**config.mk**
```make
export PLATFORM = sky130hd
export DESIGN_NAME = zigzag_encoder
export DESIGN_NICKNAME = d
export VERILOG_FILES = /design/src/rtl/zigzag_pkg.sv /design/src/rtl/zigzag_core.sv /design/src/rtl/zigzag_encoder.sv
export SDC_FILE = /design/constraint.sdc
export NUM_CORES = 1
export LEC_CHECK = 0
export CAP_MARGIN = 15
export CORE_ASPECT_RATIO = 2
export CORE_UTILIZATION = 42
export DETAILED_ROUTE_END_ITERATION = 10
export PLACE_DENSITY_LB_ADDON = 0.12
export SYNTH_ARGS = -nofsm -noshare
export SYNTH_HDL_FRONTEND = slang
export SYNTH_SLANG_ARGS = --single-unit
```
**constraint.sdc**
```tcl
create_clock -name clk -period 1.6 [get_ports clk]
set_clock_uncertainty 0.2 [all_clocks]
set_input_delay 0.16 -clock clk [delete_from_list [all_inputs] [get_ports clk]]
set_output_delay 0.16 -clock clk [all_outputs]
set_load 0.05 [all_outputs]
```
**src/rtl/zigzag_pkg.sv**
```systemverilog
// Shared constants, direction type and the four ZigZag transforms used by the
// serializer codec stage. Every function is pure bit manipulation on its argument.
package zigzag_pkg;

  localparam int DATA_W = 64;
  localparam int HALF_W = 32;

  typedef enum logic {
    ZZ_ENCODE = 1'b0,
    ZZ_DECODE = 1'b1
  } zz_dir_e;

  // sint64 -> uint64: shift left by one, flip every bit when the value is negative.
  function automatic logic [DATA_W-1:0] zz_enc64(input logic [DATA_W-1:0] n);
    return {n[DATA_W-2:0], 1'b0} ^ {DATA_W{n[DATA_W-1]}};
  endfunction

  // sint32 -> uint32, zero-extended to the full word so the varint packer sees a
  // non-negative 64-bit value.
  function automatic logic [DATA_W-1:0] zz_enc32(input logic [HALF_W-1:0] n);
    logic [HALF_W-1:0] r32;
    r32 = {n[HALF_W-2:0], 1'b0} ^ {HALF_W{n[HALF_W-1]}};
    return {{(DATA_W-HALF_W){1'b0}}, r32};
  endfunction

  // uint64 -> sint64: logical shift right by one, flip every bit when the LSB is set.
  function automatic logic [DATA_W-1:0] zz_dec64(input logic [DATA_W-1:0] u);
    return {1'b0, u[DATA_W-1:1]} ^ {DATA_W{u[0]}};
  endfunction

  // uint32 -> sint32, sign-extended so the recovered field reads correctly as int64.
  function automatic logic [DATA_W-1:0] zz_dec32(input logic [HALF_W-1:0] u);
    logic [HALF_W-1:0] r32;
    r32 = {1'b0, u[HALF_W-1:1]} ^ {HALF_W{u[0]}};
    return {{(DATA_W-HALF_W){r32[HALF_W-1]}}, r32};
  endfunction

endpackage

```
**src/rtl/zigzag_core.sv**
```systemverilog
// Combinational ZigZag transform: picks one of the four package functions from
// the direction and width selects. In 32-bit mode the upper operand half is
// never routed into the result.
module zigzag_core
  import zigzag_pkg::*;
(
  input  logic [DATA_W-1:0] in_val,
  input  logic              is_32,
  input  logic              decode,
  output logic [DATA_W-1:0] result
);

  zz_dir_e dir;

  assign dir = zz_dir_e'(decode);

  // Select the transform matching the requested direction and field width.
  always_comb begin
    result = '0;
    if (dir == ZZ_DECODE) begin
      if (is_32) result = zz_dec32(in_val[HALF_W-1:0]);
      else       result = zz_dec64(in_val);
    end else begin
      if (is_32) result = zz_enc32(in_val[HALF_W-1:0]);
      else       result = zz_enc64(in_val);
    end
  end

endmodule

```
**src/rtl/zigzag_encoder.sv**
```systemverilog
// ZigZag codec stage between field-value fetch and the varint packer.
// One-cycle latency, one result per cycle, no backpressure. The result register
// only loads on a consumed beat so out_val holds across idle cycles.
module zigzag_encoder #(
  parameter int DATA_W = 64   // only 64 is supported
) (
  input  logic              clk,
  input  logic              rst_n,
  input  logic              en,
  input  logic [DATA_W-1:0] in_val,
  input  logic              is_32,
  input  logic              decode,
  output logic [DATA_W-1:0] out_val,
  output logic              out_valid
);

  import zigzag_pkg::*;

  logic [DATA_W-1:0] result;

  zigzag_core u_core (
    .in_val (in_val),
    .is_32  (is_32),
    .decode (decode),
    .result (result)
  );

  // Capture the transformed value on a consumed beat; hold it otherwise.
  always_ff @(posedge clk or negedge rst_n) begin
    if (!rst_n)  out_val <= '0;
    else if (en) out_val <= result;
  end

  // One valid pulse per consumed beat; an in-flight beat is dropped by reset.
  always_ff @(posedge clk or negedge rst_n) begin
    if (!rst_n) out_valid <= 1'b0;
    else        out_valid <= en;
  end

endmodule

```
Word-level counts from Yosys, hierarchy flattened
Cells that the tools add are included.
{"block": "op_classes", "n_mux": 3, "bitwise": 4}
{"op": "$mux 64", "count": 3}
{"op": "$xor 63x64->64", "count": 1}
{"op": "$xor 64x64->64", "count": 1}
{"op": "$xor 31x32->32", "count": 1}
{"op": "$xor 32x32->32", "count": 1}
{"block": "totals", "elab_cells": 9, "register_bits": 65, "output_inout_bits": 65, "input_bits": 69}

Depth between registers and ports, before layout
Gate-level depths: netlist of the first run.
{"block": "logic_depth", "ltp_word": 3, "depth_mapped": 6}

By module
From an unflattened synthesis of the first run, not the netlist that was laid out.
{"block": "unflattened", "hier_cells": 422, "area_unflattened_um2": 4715.8}
{"mod": "zigzag_encoder", "cells_each": 136, "seq_area_each_um2": 1626.6, "area_each_um2": 2703.8, "n_inst": 1}
{"mod": "zigzag_core", "cells_each": 286, "seq_area_each_um2": 0.0, "area_each_um2": 2011.9, "n_inst": 1}

Least setup slack after synthesis of the first run
No wires, ideal clock.
{"block": "synth_timing", "kind": "input port to flip-flop", "start": "input port in_val[63]", "end": "register out_val[0]", "path_stages": 5, "setup_slack_ps": 234, "arrival_time_ps": 1042, "setup_ps": 125, "required_ps": 1275, "path_cell_list": "buf_2 > mux2i_4 > buf_6 > mux2i_1 > mux2_2"}
{"block": "synth_via", "elab_chain_cells": 3}
{"element": "start: declaration", "line": "zigzag_encoder.sv:10", "text": "input logic [DATA_W-1:0] in_val,"}
{"element": "$xor 64x64->64", "line": "zigzag_pkg.sv:15", "text": "return {n[DATA_W-2:0], 1'b0} ^ {DATA_W{n[DATA_W-1]}};"}
{"element": "$mux 64", "line": "zigzag_core.sv:24", "text": "if (is_32) result = zz_enc32(in_val[HALF_W-1:0]);"}
{"element": "$mux 64", "line": "zigzag_core.sv:20", "text": "if (dir == ZZ_DECODE) begin"}
{"element": "end signal: assignment", "line": "zigzag_encoder.sv:31", "text": "else if (en) out_val <= result;"}
{"element": "end: declaration", "line": "zigzag_encoder.sv:13", "text": "output logic [DATA_W-1:0] out_val,"}
Every way passes these cells.
A chain may end at the register's enable or synchronous reset.

Final worst setup path of the first run
{"block": "layout_timing", "start": "input port is_32", "end": "register out_val[6]"}
{"block": "layout_via", "elab_chain_cells": 2, "word_cells_on_any_way": 3}
{"element": "start: declaration", "line": "zigzag_encoder.sv:11", "text": "input logic is_32,"}
{"element": "$mux 64 (on tied branches)", "line": "zigzag_core.sv:24, zigzag_core.sv:21"}
{"element": "$mux 64 *", "line": "zigzag_core.sv:20"}
Mark *: on every way between the ends. The rest lies on a longest branch, timed or not.

==> flow_metrics.tcl, run 1 <==
set metrics [dict create \
    outcome "completed" \
    worst-slew-pin-transition_ns 0.419 \
    synth.most_common_cell "xnor2_1" \
    synth-edff-count 0 \
    avgRoutedWirePerCell_um 14.5 \
    fp-row-count 51 \
    slew_violations 0 \
    cp.arrival_ns 1.45 \
    crit_path_top_delay_cell "bufbuf_16" \
    yosys-top-cells-area "dfrtp_1 38%, xnor2_1 26%, nor2_1 8.3%, a21oi_1 7.5%, o21ai_0 6.2%" \
    relSlewSlack_pct 72.0 \
    drc 0 \
    synth_common_cells "125 x xnor2_1, 95 x nor2_1, 65 x dfrtp_1" \
    cts-root-buf "clkbuf_16" \
    fp.dieH_um 145 \
    powerDensity_nw_per_um2 1030 \
    critical_path_peak_fanout 11 \
    syn_nets 590 \
    cts_buffers 9 \
    synthDistinctLibCells 17 \
    post-route-period-util_pct 90.4 \
    insertion_delay_ns 0.32 \
    syn-cell-area_um2 4290 \
    synthArstFlopShare_pct 100 \
    cts.sink_count 65 \
    cp.required_ns 1.60 \
    routed_wl_um 11400 \
    endpoint_kind "flip-flop" \
    hpwlAfterDp_um 8120 \
    final-setup-viol-count 0 \
    grt_antenna_before_repair 0 \
    numPortBuffers 133 \
    area_growth_pct 54.8 \
    clock_path_buffers 2 \
    crit_path_max_incr_delay_ns 0.33 \
    synthCells 521 \
    path_cells "dlygate4sd2_1 > mux2i_4 > bufbuf_16 > xnor2_1 > o21ai_0 > a21oi_1" \
    power_w 0.00686 \
    yosysWarnings 0 \
    hp-class "in2reg" \
    grt_remaining_overflow 0 \
    crit_family "buffers and inverters" \
    via_per_inst 4.93 \
    ir_drop_v 0.000580 \
    final_hold_viol_count 0 \
    fin_nets 715 \
    first_global_vias 3704 \
    synthFlopType "dfrtp_1" \
    drt_iter0_drc 135 \
    dr.pass1.iters 4 \
    boundaryPins 134 \
    start_util_pct 43.6 \
    place_congestion 0.799 \
    synth-seq-area-share_pct 37.9 \
    drv_cap 0 \
    start_kind "primary input" \
    cts_tree "done" \
    fmax_ghz 0.691 \
    track_usage_pct 22.0 \
    grt_setup_unrepaired "false" \
    grt_max_degree 77 \
    postSynthAreaPerCell_um2 8.23 \
    cp_num_buf_inv 2 \
    setup_tns_ns 0 \
    clkTransAtPathRegs_ns 0.06 \
    synth_top_cell_area_share_pct 37.9 \
    final_layout_size_suffix_gt1_share_pct 17.2 \
    diodes 0 \
    p_leak_nw 2.67 \
    htree_levels 3 \
    postRouteAntennaNets 0 \
    coreArea_um2 9830 \
    fin_crit_ns 1.45 \
    synth.largest_area_cell "dfrtp_1" \
    die_area_um2 10600 \
    ys_ff_latch 65 \
    die_w_um 73.5 \
    critical_path_class "in2reg" \
    grt_pass1_wl_um 18200 \
    route.vias.total 3858 \
]
cells by family after synthesis:
| kind of cell | after synthesis | synth area share (%) |
|---|---|---|
| and+or+nand+nor | 157 | 15.7 |
| xor gates and xnor gates | 125 | 25.5 |
| AOI/OAI and AO/OA | 124 | 14.5 |
| DFF | 65 | 37.9 |
| buffers and inverters | 45 | 4.93 |
| muxes | 5 | 1.49 |
state kept, by name, summed over array words and instances, names as in the netlist:
signal / count
out_val: 64
out_valid: 1
metal layers:
layer  GRT usage (%)  share of wire, %
met5               0                 0
met1            25.7                39
met3            3.89               4.3
met4            9.81               3.1
met2            37.8                54
final cells by class:
type	count	area (um2)
clock inverters	6	82.6
repair buffers	158	2080
clock buffers	10	229
fillers	829	3190
well taps	132	165
inverters	1	3.75
flip-flops and latches	65	1630
multi-input cells	411	2450
through the flow:
stage | setup slack [ns] | cells | hold WS, ns | instance area, um2 | utilization (%)
4_1_cts | 0.109 | 781 | 0.0290 | 6630 | 67.4
6_report | 0.153 | 783 | 0.0399 | 6640 | 67.6
3_3_place_gp | -0.346 | 763 | -0.0779 | 6270 | 63.8
5_1_grt | 0.0542 | 783 | 0.0406 | 6640 | 67.6
3_5_place_dp | -0.399 | 763 | -0.0749 | 6270 | 63.8
2_1_floorplan | 0.234 | 521 | -0.336 | 4290 | -
layout by cell type, fill, tap and decap left out, types with 2 or more instances in the layout:
| master | count |
|---|---|
| dfrtp_1 | 65 |
| nor2_1 | 95 |
| clkbuf_16 | 9 |
| clkdlybuf4s50_1 | 61 |
| nand2_1 | 29 |
| mux2i_1 | 3 |
| clkinv_2 | 3 |
| nand2b_1 | 32 |
| xnor2_1 | 125 |
| dlygate4sd2_1 | 2 |
| o21ai_1 | 7 |
| buf_4 | 34 |
| buf_12 | 57 |
| a21oi_1 | 64 |
| o21ai_0 | 53 |
| bufinv_16 | 2 |
power by group:
group | switching [W] | internal (W) | leakage (nW)
registers | 0.000220 | 0.00186 | 0.735
clock network | 0.000720 | 0.00136 | 0.152
logic | 0.00143 | 0.00128 | 1.78
total | 0.00237 | 0.00450 | 2.67
timing repair:
item                                    in CTS  in global routing
endpoints found under the setup margin      50                  1
buffers inserted                             0                  2
resized for setup                            3                  0
hold buffers                                 1                  0
hold endpoints to repair                    65                  0
cloned                                       1                  0
worst paths after layout:
path | start | end | slack [ns] | depth (start not counted)
worst max-delay path | is_32 | out_val[6] | 0.15 | 6
worst min-delay path | en | out_val[13] | 0.04 | 2
worst max register to register | out_val[0] | out_val[0] | 0.61 | 1
worst min register to register | out_val[19] | out_val[19] | 0.32 | 2
max in group asynchronous | rst_n | out_val[3] | 0.54 | 3
min in group asynchronous | rst_n | out_val[21] | 0.10 | 2
(Power assumes the default switching activity.)
==> run 2: changes to the inputs <==
--- a/config.mk
+++ b/config.mk
@@ -9,7 +9,7 @@
 export CORE_ASPECT_RATIO = 2
 export CORE_UTILIZATION = 42
 export DETAILED_ROUTE_END_ITERATION = 10
-export PLACE_DENSITY_LB_ADDON = 0.12
+export PLACE_DENSITY = 0.75
 export SYNTH_ARGS = -nofsm -noshare
 export SYNTH_HDL_FRONTEND = slang
 export SYNTH_SLANG_ARGS = --single-unit
==> constraint.sdc (replaced) <==
create_clock -name clk -period 1.6 [get_ports clk]
set_clock_uncertainty 0.2 [all_clocks]
set_input_delay 0.32 -clock clk [delete_from_list [all_inputs] [get_ports clk]]
set_output_delay 0.32 -clock clk [all_outputs]
set_load 0.05 [all_outputs]
==> flow_metrics.tcl, run 2 (synthesized netlist as in run 1, its figures left out) <==
set metrics [dict create \
    avgRoutedWirePerCell_um 15.1 \
    via_per_inst 5.09 \
    powerDensity_nw_per_um2 1000 \
    holdWs_ns 0.0531 \
    fmax_ghz 0.688 \
    fin_crit_ns 1.45 \
    first_global_vias 4068 \
    crit_family "flip-flops" \
    start_kind "flip-flop" \
    r2r_setup_slack_ns 0.61 \
    hp-class "in2reg" \
    insertion_delay_ns 0.32 \
    slew_violations 0 \
    placed_area_um2 6500 \
    area_growth_pct 59.8 \
    hold_path_depth 1 \
    path_cells "buf_12" \
    numPortBuffers 133 \
    worst_r2r_path_depth 1 \
    cts.sink_count 65 \
    grt_remaining_overflow 0 \
    cp.required_ns 1.08 \
    fp.dieH_um 145 \
    die_w_um 73.5 \
    relSlewSlack_pct 74.1 \
    track_usage_pct 23.0 \
    clock_path_buffers 2 \
    endpoint_kind "output port" \
    critical_path_peak_fanout 2 \
    grt_max_degree 66 \
    coreArea_um2 9830 \
    fp-row-count 51 \
    cts-root-buf "clkbuf_16" \
    cts_buffers 9 \
    largest_reg_flops 64 \
    die_area_um2 10600 \
    p_leak_nw 2.76 \
    min-delay-start "en" \
    stdcell_area_um2 6850 \
    diodes 0 \
    worst-slew-pin-transition_ns 0.388 \
    place_congestion 0.810 \
    boundaryPins 134 \
    drc 0 \
    cp.arrival_ns 0.93 \
    whs_endpoint "out_valid" \
    postRouteAntennaNets 0 \
    regMostFlops "out_val" \
    largestRegisters "out_val (64), out_valid (1)" \
    final_cell_mix "124 x xnor2_1, 95 x nor2_1, 75 x buf_12, 65 x dfrtp_1, 64 x a21oi_1" \
    grt_setup_unrepaired "false" \
    grt_antenna_before_repair 0 \
    ir_drop_v 0.000843 \
    drv_cap 0 \
    htree_levels 3 \
    cts_tree "done" \
    routed_wl_um 11900 \
    fillerInstances 780 \
    dr.pass1.iters 4 \
    hpwlAfterDp_um 8640 \
    cp_num_buf_inv 1 \
    final_common_cell "xnor2_1" \
    drt_iter0_drc 156 \
    crit-reg2reg-launch "out_val[0]" \
    clkTransAtPathRegs_ns 0.05 \
    post-route-period-util_pct 90.8 \
    route.vias.total 3994 \
    crit_path_top_delay_cell "dfrtp_1" \
    outcome "completed" \
    final-setup-viol-count 0 \
    crit_path_max_incr_delay_ns 0.44 \
    critical_path_class "reg2out" \
    r2r_end "out_val[0]" \
    fin_nets 718 \
    final_layout_size_suffix_gt1_share_pct 17.8 \
    grt_pass1_wl_um 19100 \
    start_util_pct 43.6 \
    final_hold_viol_count 0 \
]
[run 2: changes by cell type in the layout (fill, tap and decap cells not counted), moves of 2 or more]
| cell | change |
|---|---|
| buf_12 | +18 |
| buf_4 | -16 |
| o21ai_0 | -11 |
| o21ai_1 | +11 |
| buf_2 | +2 |
| dlygate4sd2_1 | -2 |
[run 2: worst max path at each step]
stage / from / endpoint / slack [ns] / cells after the start
5_1_grt: out_val[28] / out_val[28] / 0.13 / 1
3_5_place_dp: is_32 / out_val[21] / -0.61 / 6
6_report: out_val[22] / out_val[22] / 0.15 / 1
4_1_cts: in_val[31] / out_val[14] / 0.0008 / 6
3_3_place_gp: is_32 / out_val[31] / -0.56 / 6
2_1_floorplan: in_val[63] / out_val[0] / 0.07 / 5
[run 2: power breakdown]
| group | leakage (nW) | internal (W) | switching [W] |
|---|---|---|---|
| registers | 0.735 | 0.00186 | 0.000250 |
| logic | 1.88 | 0.00141 | 0.00145 |
| clock network | 0.144 | 0.00122 | 0.000668 |
[run 2: final cells by class]
cell class	count	area (um2)	share of cell area (%)
Timing Repair Buffer	161	2310	33.8
Inverter	1	3.75	0.0548
Multi-Input combinational cell	411	2460	35.9
Tap cell	132	165	2.41
Clock buffer	10	239	3.49
Sequential cell	65	1630	23.7
Clock inverter	4	45.0	0.657
[run 2: per-stage QoR]
stage	setup WS, ns	utilization (%)	instances	TNS [ns]	power, W
after floorplan	0.0737	-	521	0	0.00350
after global placement	-0.564	66.2	766	-32.20	0.00492
after detailed placement	-0.606	66.2	766	-33.59	0.00497
after CTS	0.000808	69.3	781	0	0.00692
after global routing	0.129	69.7	784	0	0.00717
final	0.147	69.7	784	0	0.00686
[run 2: metal layers]
layer  GRT usage (%)  up-vias  share of wire [%]
met5               0        -                  0
met4            13.2        0                4.4
met3            4.17       33                3.9
met2            39.9      126                 55
met1            25.1     1910                 36
li1                -     1925                  -
[run 2: timing repair]
action	4_1_cts	5_1_grt
hold buffers	1	0
setup endpoints to repair	64	40
hold endpoints to repair	65	0
buffers inserted	0	2
cloned	0	1
resized for setup	6	13
pin swaps	0	0
